===== config.mk =====
export PLATFORM = sky130hd
export DESIGN_NAME = vdp_cartridge_cpu_port
export DESIGN_NICKNAME = d
export VERILOG_FILES = /design/src/rtl/vdp_cartridge_cpu_port.sv
export SDC_FILE = /design/constraint.sdc
export NUM_CORES = 1
export LEC_CHECK = 0
export ABC_AREA = 1
export CAP_MARGIN = 20
export CORE_ASPECT_RATIO = 1.2
export CORE_MARGIN = 4
export CORE_UTILIZATION = 40
export CTS_CLUSTER_DIAMETER = 100
export CTS_CLUSTER_SIZE = 8
export DETAILED_ROUTE_END_ITERATION = 10
export HOLD_SLACK_MARGIN = 0.12
export SETUP_SLACK_MARGIN = 0.05
export SLEW_MARGIN = 0
export SYNTH_ARGS = -nofsm -noshare
export SYNTH_HDL_FRONTEND = slang
export SYNTH_SLANG_ARGS = --single-unit
export TNS_END_PERCENT = 30

===== constraint.sdc =====
create_clock -name clk -period 3.95 [get_ports clk]
set_input_delay 0.79 -clock clk [delete_from_list [all_inputs] [get_ports clk]]
set_output_delay 0.79 -clock clk [all_outputs]
set_load 0.005 [all_outputs]

===== src/rtl/vdp_cartridge_cpu_port.sv =====
// vdp_cartridge_cpu_port: MSX slot I/O front end for VDP ports, register writes and VRAM request handshake
module vdp_cartridge_cpu_port #(
  parameter logic [7:0] IO_BASE = 8'h88
) (
  input  logic        clk,
  input  logic        reset,
  input  logic        slot_iorq_n,
  input  logic        slot_rd_n,
  input  logic        slot_wr_n,
  input  logic [7:0]  slot_a,
  input  logic [7:0]  slot_d_in,
  output logic [7:0]  slot_d_out,
  output logic        slot_data_dir,
  output logic        slot_wait,
  input  logic        init_busy,
  input  logic [7:0]  status_data,
  output logic        status_read,
  output logic        reg_wr,
  output logic [5:0]  reg_num,
  output logic [7:0]  reg_data,
  output logic        vram_req,
  output logic        vram_wr,
  output logic [16:0] vram_address,
  output logic [7:0]  vram_wdata,
  input  logic        vram_ack,
  input  logic [7:0]  vram_rdata
);
  logic [1:0] iorq_sr, rd_sr, wr_sr;
  logic iorq_s, rd_s, wr_s;
  logic armed, stall, pend_valid, pend_rd, first_flag;
  logic [1:0] pend_port;
  logic [7:0] pend_data, latch, prefetch;
  logic [16:0] ptr;
  logic [2:0] r14;
  logic fire, ev_rd, ev_vram, defer, exec;
  logic [1:0] ev_port;
  logic [7:0] ev_data;
  logic [16:0] set_addr;
  assign iorq_s = iorq_sr[1];
  assign rd_s = rd_sr[1];
  assign wr_s = wr_sr[1];
  assign slot_wait = init_busy | stall;
  // A held access blocks new detection; the slot stays un-armed-consumed until it can be taken.
  always_comb begin
    fire = armed && !iorq_s && (!rd_s || !wr_s) && slot_a[7:2] == IO_BASE[7:2] && !pend_valid;
    ev_port = fire ? slot_a[1:0] : pend_port;
    ev_rd = fire ? !rd_s : pend_rd;
    ev_data = fire ? slot_d_in : pend_data;
    ev_vram = ev_port == 2'd0 || (ev_port == 2'd1 && !ev_rd && first_flag && ev_data[7:6] == 2'b00);
    defer = fire && ev_vram && vram_req;
    exec = (fire && !defer) || (pend_valid && !vram_req);
    set_addr = {r14, ev_data[5:0], latch};
  end
  always_ff @(posedge clk or posedge reset) begin
    if (reset) begin
      iorq_sr <= 2'b11;
      rd_sr <= 2'b11;
      wr_sr <= 2'b11;
      armed <= 1'b0;
      stall <= 1'b0;
      pend_valid <= 1'b0;
      pend_rd <= 1'b0;
      pend_port <= 2'd0;
      pend_data <= 8'd0;
      first_flag <= 1'b0;
      latch <= 8'd0;
      prefetch <= 8'd0;
      ptr <= 17'd0;
      r14 <= 3'd0;
      slot_d_out <= 8'd0;
      slot_data_dir <= 1'b0;
      status_read <= 1'b0;
      reg_wr <= 1'b0;
      reg_num <= 6'd0;
      reg_data <= 8'd0;
      vram_req <= 1'b0;
      vram_wr <= 1'b0;
      vram_address <= 17'd0;
      vram_wdata <= 8'd0;
    end else begin
      iorq_sr <= {iorq_sr[0], slot_iorq_n};
      rd_sr <= {rd_sr[0], slot_rd_n};
      wr_sr <= {wr_sr[0], slot_wr_n};
      reg_wr <= 1'b0;
      status_read <= 1'b0;
      armed <= iorq_s | (armed & !fire);
      if (fire && !rd_s) slot_data_dir <= 1'b1;
      else if (rd_s || iorq_s) slot_data_dir <= 1'b0;
      if (vram_req && vram_ack) begin
        vram_req <= 1'b0;
        if (!vram_wr) begin
          prefetch <= vram_rdata;
          ptr <= ptr + 17'd1;
        end
      end
      // An access landing on the ack clock is queued without raising WAIT.
      if (defer) begin
        pend_valid <= 1'b1;
        pend_port <= ev_port;
        pend_rd <= ev_rd;
        pend_data <= ev_data;
        stall <= !vram_ack;
      end
      if (exec) begin
        pend_valid <= 1'b0;
        stall <= 1'b0;
        if (ev_port == 2'd0) begin
          first_flag <= 1'b0;
          vram_req <= 1'b1;
          vram_wr <= !ev_rd;
          vram_address <= ptr;
          vram_wdata <= ev_data;
          if (ev_rd) slot_d_out <= prefetch;
          else ptr <= ptr + 17'd1;
        end else if (ev_port == 2'd1) begin
          if (ev_rd) begin
            slot_d_out <= status_data;
            status_read <= 1'b1;
            first_flag <= 1'b0;
          end else if (!first_flag) begin
            latch <= ev_data;
            first_flag <= 1'b1;
          end else begin
            first_flag <= 1'b0;
            if (ev_data[7]) begin
              reg_wr <= 1'b1;
              reg_num <= ev_data[5:0];
              reg_data <= latch;
              if (ev_data[5:0] == 6'd14) begin
                r14 <= latch[2:0];
                ptr[16:14] <= latch[2:0];
              end
            end else begin
              ptr <= set_addr;
              if (!ev_data[6]) begin
                vram_req <= 1'b1;
                vram_wr <= 1'b0;
                vram_address <= set_addr;
              end
            end
          end
        end else if (ev_rd) begin
          slot_d_out <= 8'hFF;
        end else begin
          reg_wr <= 1'b1;
          reg_num <= {5'b01000, ev_port[0]};
          reg_data <= ev_data;
        end
      end
    end
  end
endmodule


# == Yosys cells after proc, flatten, opt, wreduce, memory -nomap -nowiden ==
# Cells that the tools add are included.
# op_classes
bitwise,7
reduce_logical,40
addsub,1
eq_ne,8
n_mux,70
# ops
operator,n
two-way mux 17 bit,14
two-way mux 8 bit,11
two-way mux 1 bit,36
two-way mux 6 bit,5
"adder 17 x 1 -> 17 bit, second input constant",1
two-way mux 14 bit,1
logical AND 1 bit,13
AND reduction 5 bit,2
zero test 1 bit,9
AND reduction 2 bit,4
nonzero test 2 bit,4
AND reduction 7 bit,1
"equality test 6 x 4 -> 1 bit, second input constant",1
"equality test 6 bit, second input constant",1
two-way mux 3 bit,2
"!= test 2 x 1 -> 1 bit, second input constant",3
AND reduction 6 bit,1
zero test 2 bit,2
logical OR 1 bit,4
"!= test 2 bit, second input constant",2
NOT 1 bit,4
"equality test 2 x 1 -> 1 bit, second input constant",1
two-way mux 2 bit,1
OR 1 bit,2
bitwise AND 1 bit,1
# totals
output_inout_bits,53
regBits,109
elab_cells,150

# == Longest topological paths before layout ==
# Gate-level depths: netlist (run 1).
# logic_depth
word_depth,17
depth_mapped,16
mapped_depth_nobuf,15

# == Least setup slack after synthesis (run 1) ==
# No wires, ideal clock.
# synth_path
path_type,in2reg
startpoint,input slot_a[6]
endpoint,register vram_address[0]
path_buffers,1
setup_ns,0.130
arrival_time_ns,2.186
required_ns,3.820
stages,13
setup_slack_ns,1.634
path_cell_list,inv_1 > nand2_2 > nor2_4 > nand3_4 > nand2_1 > nand2_2 > nor2_1 > nand3_2 > nand2_2 > nand2_2 > inv_4 > buf_2 > a31oi_1
# synth_via
elab_chain_len,15
word_cells_on_any_way,26
classes_between,5 x eq/ne; 4 x mux; 17 x reduce/logical
# synth_rtl
element,line,text
"start, declared",10,"input logic [7:0] slot_a,"
equality test 6 bit *,45,fire = armed && !iorq_s && (!rd_s || !wr_s) && slot_a[7:2] == IO_BASE[7:2] && !pend_valid;
logical AND 1 bit * (2 in series),45,
two-way mux 2 bit or two-way mux 1 bit (tied branches),"46, 47",
equality test 2 x 1 -> 1 bit or zero test 1 bit (tied branches),"49, 115",
logical AND 1 bit (3 in series),49,ev_vram = ev_port == 2'd0 || (ev_port == 2'd1 && !ev_rd && first_flag && ev_data[7:6] == 2'b00);
logical OR 1 bit,49,
logical AND 1 bit (2 in series),50,defer = fire && ev_vram && vram_req;
zero test 1 bit,51,exec = (fire && !defer) || (pend_valid && !vram_req);
logical AND 1 bit,51,
logical OR 1 bit,51,
AND reduction 6 bit (no source line),n/a,
"end signal, assigned",111,vram_address <= ptr;
"end signal, assigned",138,vram_address <= set_addr;
"end, declared",23,"output logic [16:0] vram_address,"
# Every way passes the cells marked *; elsewhere a longest branch is shown, timed or not.
# A chain may end at the register's enable or synchronous reset.

# == Final worst setup path (run 1) ==
# layout_path
startpoint,input slot_a[7]
endpoint,register reg_data[4]
# layout_via
elab_chain_len,15
word_cells_on_any_way,26
classes_between,4 x eq/ne; 5 x mux; 2 x bitwise; 15 x reduce/logical
# layout_rtl
element,line,text
equality test 6 bit *,45,
logical AND 1 bit * (2 in series),45,
two-way mux 2 bit or two-way mux 1 bit (tied branches),"46, 47",
equality test 2 x 1 -> 1 bit or zero test 1 bit (tied branches),"49, 115",
logical AND 1 bit (3 in series),49,
logical OR 1 bit,49,
logical AND 1 bit (2 in series),50,
zero test 1 bit,51,
logical AND 1 bit,51,
logical OR 1 bit,51,
AND reduction 5 bit (no source line),n/a,
"end signal, assigned",128,reg_data <= latch;
"end signal, assigned",147,reg_data <= ev_data;
"end, declared",20,"output logic [7:0] reg_data,"
# Every way passes the cells marked *; elsewhere a longest branch is shown, timed or not. The select of a mux whose other input is x is not followed.

==> results of run 1 <==
[sequential cells by signal, indices dropped and copies added (netlist names), 2 cells and up]
register / flops
ptr: 17
vram_address: 17
latch: 8
pend_data: 8
prefetch: 8
reg_data: 8
slot_d_out: 8
vram_wdata: 8
reg_num: 6
r14: 3
iorq_sr: 2
pend_port: 2
rd_sr: 2
wr_sr: 2
[area by class of cell]
cell class | count | area share [%]
Timing Repair Buffer | 96 | 13.62
Multi-Input combinational cell | 533 | 37.09
Inverter | 60 | 3.300
Clock inverter | 7 | 0.9757
Sequential cell | 109 | 38.78
Tap cell | 171 | 3.034
Clock buffer | 9 | 3.193
[worst register-to-register path: stages (launching register included)]
cell and delay [ns]:
dfrtp_1 0.39, nor2_2 0.12, nand2_2 0.11, inv_2 0.09
nand3_4 0.13, nand2_1 0.12, nand2_2 0.13, nor2_8 0.26
clkinv_1 0.54, o21ai_0 0.39, o21ai_1 0.11
[cells by family after synthesis]
| kind of cell | synth area share (%) |
|---|---|
| compound gates | 12.73 |
| xor+xnor | 2.132 |
| fa+ha+maj | 0.2175 |
| buf+inv | 6.984 |
| flops | 47.56 |
| mux | 0.1741 |
| simple gates | 30.20 |
[how the worst max path moves through the flow]
stage,cells after the start,start,endpoint,slack (ns)
floorplan,1,reset,armed,0.30
detailed placement,10,slot_a[7],reg_data[4],0.55
finish,10,slot_a[7],reg_data[4],0.91
CTS,10,slot_a[7],reg_data[4],0.93
global placement,10,slot_a[7],reg_data[4],0.60
global route,10,slot_a[7],reg_data[6],0.75
[power groups by stage]
stage | Combinational, uW | Sequential (uW) | Clock, uW
global placement | 342 | 1270 | 0
finish | 348 | 1250 | 903
CTS | 350 | 1240 | 923
global route | 394 | 1250 | 968
detailed placement | 349 | 1270 | 0
floorplan | 236 | 1240 | 0
[stage by stage]
step	cells	hold WS (ns)	setup WS (ns)	power, uW	util, %
after floorplan	727	0.3452	0.2960	1478	-
final	985	0.3572	0.9128	2498	50.61
after detailed placement	969	0.3470	0.5454	1615	48.50
after global placement	969	0.3459	0.6033	1609	48.50
after CTS	985	0.3585	0.9251	2518	50.61
after global routing	985	0.3616	0.7504	2615	50.61
[placed cells by master (no fill, tap or decap), drive strengths merged, types with 2 or more instances in the layout]
| master | instances |
|---|---|
| o21ai | 93 |
| clkdlybuf4s50 | 91 |
| nand4 | 3 |
| clkinv | 4 |
| nor2 | 61 |
| dfrtp | 103 |
| buf | 5 |
| xor2 | 13 |
| or2 | 2 |
| nand2 | 278 |
| a21oi | 8 |
| clkbuf | 9 |
| o22ai | 12 |
| nand3 | 31 |
| dfstp | 6 |
| a31oi | 17 |
| nand3b | 3 |
| inv | 62 |
| nor3 | 7 |
[layer usage]
layer | global-route usage, % | wire, um | vias to the layer above
li1 | - | - | 2517
met1 | 25.77 | 7362 | 2358
met2 | 31.00 | 7276 | 157
met3 | 3.693 | 773 | 25
met4 | 7.346 | 327 | 0
met5 | 0 | 0 | -
==> impl_metrics.py, run 1 <==
metrics = {
    "outcome": {
        "run_status": "finished clean",
    },
    "finish": {
        "multiInputGateArea_um2": 2616,
        "antenna-diode-count": 0,
        "drive_gt1_share_pct": 10.32,
        "syn_to_final_growth_pct": 22.65,
        "fillers": 1338,
        "final-seq-area_um2": 2735,
        "stdcell_area_um2": 7053,
        "finalNetCount": 849,
    },
    "yosys": {
        "yosysSeqAreaShare_pct": 47.56,
        "synth_nets": 767,
        "synth_area_um2": 5751,
        "avgSynthCellArea_um2": 7.910,
        "synth_cells": 727,
        "flop_and_latch_count_out_of_synthesis": 109,
        "yosys.cell_count.top_type": "nand2_1",
        "ys_types": 37,
        "synthDominantAreaCellType": "dfrtp_1",
        "post_synth_most_frequent_cells": "nand2_1 (259), dfrtp_1 (103), inv_1 (51)",
        "synthesis.yosys.warnings": 0,
        "synth_top_area_share_pct": 44.82,
        "synth_enable_flop_cells": 0,
        "synth_ff_type": "dfrtp_1",
        "netlist_top_cells_area": "dfrtp_1 (45%), nand2_1 (17%), o21ai_0 (3.9%), o21ai_1 (3.5%), inv_1 (3.3%)",
        "synth_async_sr_flop_share_pct": 100.0,
    },
    "setup_path": {
        "critical_path.startpoint_type": "input port",
        "worst_path_most_repeated_cell": "nand2_2",
        "cp.required_ns": 4.19,
        "rr_startpoint": "pend_valid",
        "timing.critical_path.cells": "clkdlybuf4s50_1 > nand2_2 > nor2_4 > nand3_4 > nand2_1 > nand2_2 > nor2_8 > clkinv_1 > o21ai_0 > o21ai_1",
        "critical_path_arrival_ns": 3.28,
        "setup.reg_to_reg.worst_slack_ns": 1.44,
        "worst_r2r_path_depth": 10,
        "worst_setup_path_end_kind": "flip-flop",
        "critical_path_start_end_classification": "in2reg",
        "slowest_stage": "clkinv_1",
        "cpLargestDelayFamily": "buffers and inverters",
        "path_max_fanout": 18,
        "worst_path_largest_cell_delay_ns": 0.54,
        "worst_r2r_dst": "reg_data[4]",
        "cp_num_buf_inv": 2,
    },
    "cts": {
        "clockRootBuffer": "clkbuf_16",
        "cts_num_sinks": 109,
        "postCtsResizedCells": 0,
        "cts-buffers-inserted": 9,
        "postCtsSetupBuffers": 0,
        "cts_tree": "built",
        "ctsLongestPathBuffers": 2,
        "cts_max_level": 3,
        "path_clk_slew_ns": 0.08,
        "cts.hold.buffers_added": 0,
        "clock_insertion_delay_worst_skew_ns": 0.36,
    },
    "floorplanning": {
        "row_count": 47,
        "coreArea_um2": 13940,
        "fp.dieArea_um2": 16370,
        "initial_core_util_pct": 41.26,
        "die_h_um": 139.3,
        "num_io_pins": 92,
        "floorplan.die.width_um": 117.5,
    },
    "power": {
        "leakage_power_of_the_design_uw": 0.003192,
        "power_frac_comb_pct": 13.9,
        "p_seq_share_pct": 49.9,
        "irDropWorstVdd_mv": 0.2037,
        "switching_share_pct": 29.20,
        "total_switching_power_uw": 729.2,
        "power_frac_clock_pct": 36.2,
        "internal-power_uw": 1768,
        "power.density_nw_per_um2": 354.1,
    },
    "job": {
        "maxCapViolations": 0,
    },
    "timing": {
        "finalWorstPathRequiredPeriod_ns": 3.037,
        "achievable-frequency_ghz": 0.3292,
        "number_of_setup_violations_in_the_final_report": 0,
        "report.final.slew_viol_count": 0,
        "tcrit_tclk_final_pct": 76.89,
        "finalHoldViolations": 0,
        "timing.slew.headroom_pct": 56.05,
        "final.setup.tns_ns": 0,
        "clock-skew-final_ns": 0.01039,
        "timing_worst_slew_pin_value_ns": 0.6592,
        "rsz0062_at_grt": "false",
    },
    "grt": {
        "wire_length_of_the_first_global_routing_pass_um": 25340,
        "overflow": 0,
        "first_global_vias": 4890,
        "antenna_found_initial": 0,
        "grt_use_total_pct": 19.20,
        "grt_max_degree": 60,
    },
    "detailed_routing": {
        "drtIter0Drc": 318,
        "dr_total_vias": 5057,
        "drt_wl_total_um": 15740,
        "detail_route.drc_violations": 0,
        "firstDrtPassIters": 5,
        "vias_per_cell": 5.134,
        "ant_nets": 0,
        "wl_per_cell_um": 15.98,
    },
    "placement": {
        "port_buffers": 91,
        "placed_area_um2": 6759,
        "dp.final_hpwl_um": 11510,
        "place.gp.congestion": 0.8808,
    },
    "worst_hold_path": {
        "hold-path-cell-count": 0,
        "hold_path_class": "reg2reg",
        "hold_start": "wr_sr[0]",
        "holdPathEnd": "wr_sr[1]",
    },
}
No activity file was read; power rests on OpenSTA's default activity.
==> run 2, diff against run 1 <==
- clock period: 3.95 -> 3.2 ns (I/O delays scaled with it)
==> impl_metrics.py, run 2 (same netlist as run 1, synthesis figures left out) <==
metrics = {
    "detailed_routing": {
        "dr_total_vias": 5087,
        "ant_nets": 0,
        "drtIter0Drc": 276,
        "wl_per_cell_um": 15.80,
        "met1Wirelength_um": 7115,
        "dr_wl_met3_um": 847,
        "vias_per_cell": 5.113,
        "firstDrtPassIters": 5,
        "detail_route.drc_violations": 0,
        "drt_wl_total_um": 15720,
        "detailroute.wirelength.met2_um": 7403,
        "dr.max_layer_used": "met4",
    },
    "timing": {
        "clock-skew-final_ns": 0.005957,
        "final.setup.tns_ns": 0,
        "timing.slew.headroom_pct": 57.16,
        "report.final.slew_viol_count": 0,
        "achievable-frequency_ghz": 0.3814,
        "finalHoldViolations": 0,
        "rsz0062_at_grt": "false",
        "tcrit_tclk_final_pct": 81.92,
        "timing_worst_slew_pin_value_ns": 0.6413,
        "finalWorstPathRequiredPeriod_ns": 2.622,
        "number_of_setup_violations_in_the_final_report": 0,
    },
    "finish": {
        "layout.cells.most_common_list": "nand2_1 (259), dfrtp_1 (103), clkdlybuf4s50_1 (91), inv_1 (50), nor2_1 (48)",
        "drive_gt1_share_pct": 11.41,
        "reg_top3": "ptr (17), vram_address (17)",
        "syn_to_final_growth_pct": 24.19,
        "fillers": 1379,
        "finalNetCount": 859,
        "stdcell_area_um2": 7142,
        "mostFrequentLayoutCell": "nand2_1",
        "antenna-diode-count": 0,
    },
    "setup_path": {
        "cp.required_ns": 3.46,
        "worst_r2r_path_depth": 12,
        "timing.critical_path.cells": "clkdlybuf4s50_1 > nand2_2 > nor2_4 > nand3_4 > nand2_2 > nand2_4 > nor2_4 > nand3_2 > nand2_2 > nand2_1 > o21ai_0",
        "cpLargestDelayFamily": "simple AND/OR/NAND/NOR gates",
        "worst_path_largest_cell_delay_ns": 0.49,
        "slowest_stage": "clkdlybuf4s50_1",
        "worst_r2r_dst": "ptr[1]",
        "worst_path_most_repeated_cell": "nand2_2",
        "cp_num_buf_inv": 1,
        "rr_startpoint": "pend_valid",
        "critical_path.startpoint_type": "input port",
        "critical_path_arrival_ns": 2.88,
        "critical_path_start_end_classification": "in2reg",
        "setup.reg_to_reg.worst_slack_ns": 0.89,
        "worst_setup_path_end_kind": "flip-flop",
        "path_max_fanout": 20,
    },
    "power": {
        "power_frac_clock_pct": 36.1,
        "power_frac_comb_pct": 14.1,
        "switching_share_pct": 28.55,
        "total_switching_power_uw": 879.9,
        "leakage_power_of_the_design_uw": 0.003247,
        "irDropWorstVdd_mv": 0.1801,
        "internal-power_uw": 2202,
        "p_seq_share_pct": 49.8,
        "power.density_nw_per_um2": 431.5,
    },
    "grt": {
        "overflow": 0,
        "wire_length_of_the_first_global_routing_pass_um": 25740,
        "antenna_found_initial": 0,
        "grt_max_degree": 52,
        "grt_use_total_pct": 19.55,
        "first_global_vias": 4877,
    },
    "cts": {
        "ctsLongestPathBuffers": 2,
        "postCtsResizedCells": 0,
        "path_clk_slew_ns": 0.07,
        "cts_tree": "built",
        "cts.hold.buffers_added": 0,
        "clockRootBuffer": "clkbuf_16",
        "clock_insertion_delay_worst_skew_ns": 0.36,
        "cts_max_level": 3,
        "postCtsSetupBuffers": 0,
        "cts-buffers-inserted": 9,
        "cts_num_sinks": 109,
    },
    "placement": {
        "port_buffers": 91,
        "placed_area_um2": 6848,
        "place.gp.congestion": 0.9422,
        "dp.final_hpwl_um": 11810,
    },
    "job": {
        "maxCapViolations": 0,
    },
    "floorplanning": {
        "floorplan.die.width_um": 117.5,
        "die_h_um": 139.3,
        "initial_core_util_pct": 41.26,
        "fp.dieArea_um2": 16370,
        "num_io_pins": 92,
        "row_count": 47,
        "coreArea_um2": 13940,
    },
    "worst_hold_path": {
        "hold_start": "rd_sr[0]",
        "hold-path-cell-count": 0,
        "hold_path_class": "reg2reg",
        "holdPathEnd": "rd_sr[1]",
    },
    "outcome": {
        "run_status": "finished clean",
    },
}
[run 2: power groups by stage]
| stage | sequential [uW] | clock, uW | combinational [uW] |
|---|---|---|---|
| after global routing | 1540 | 1200 | 489 |
| after global placement | 1560 | 0 | 431 |
| after detailed placement | 1560 | 0 | 437 |
| after floorplan | 1530 | 0 | 292 |
| after CTS | 1530 | 1140 | 439 |
| final | 1530 | 1110 | 435 |
[run 2: area by class of cell]
type                            count  area [um^2]  share of cell area (%)
Clock buffer                       10        239.0                   3.346
Clock inverter                      6        55.05                  0.7708
Inverter                           60        234.0                   3.276
Multi-Input combinational cell    533         2616                   36.63
Sequential cell                   109         2735                   38.30
Tap cell                          171        214.0                   2.996
Timing Repair Buffer              106         1049                   14.68
[run 2: routing by layer]
layer | vias up | track usage, %
met4 | 0 | 7.469
met5 | - | 0
met3 | 17 | 3.084
met1 | 2392 | 26.24
met2 | 150 | 32.03
li1 | 2528 | -
[run 2: worst max-delay path by stage]
| stage | startpoint | end | cells past startpoint |
|---|---|---|---|
| 6_report | slot_a[7] | pend_data[1] | 11 |
| 4_1_cts | slot_a[7] | reg_data[0] | 14 |
| 3_5_place_dp | slot_a[7] | reg_data[0] | 14 |
| 5_1_grt | slot_a[2] | pend_rd | 12 |
| 2_1_floorplan | slot_a[6] | vram_address[0] | 13 |
| 3_3_place_gp | slot_a[7] | reg_data[0] | 14 |
[run 2: stage by stage]
step                setup slack [ns]  total power, uW  hold WS, ns  cells  utilization, %
finish                        0.5784             3081       0.3574    995           51.24
global route                  0.3371             3229       0.3650    995           51.24
CTS                           0.5696             3111       0.3573    995           51.24
detailed placement            0.1825             1995       0.3468    979           49.13
global placement              0.2789             1992       0.3462    979           49.13
floorplan                      1.034             1825       0.3452    727               -
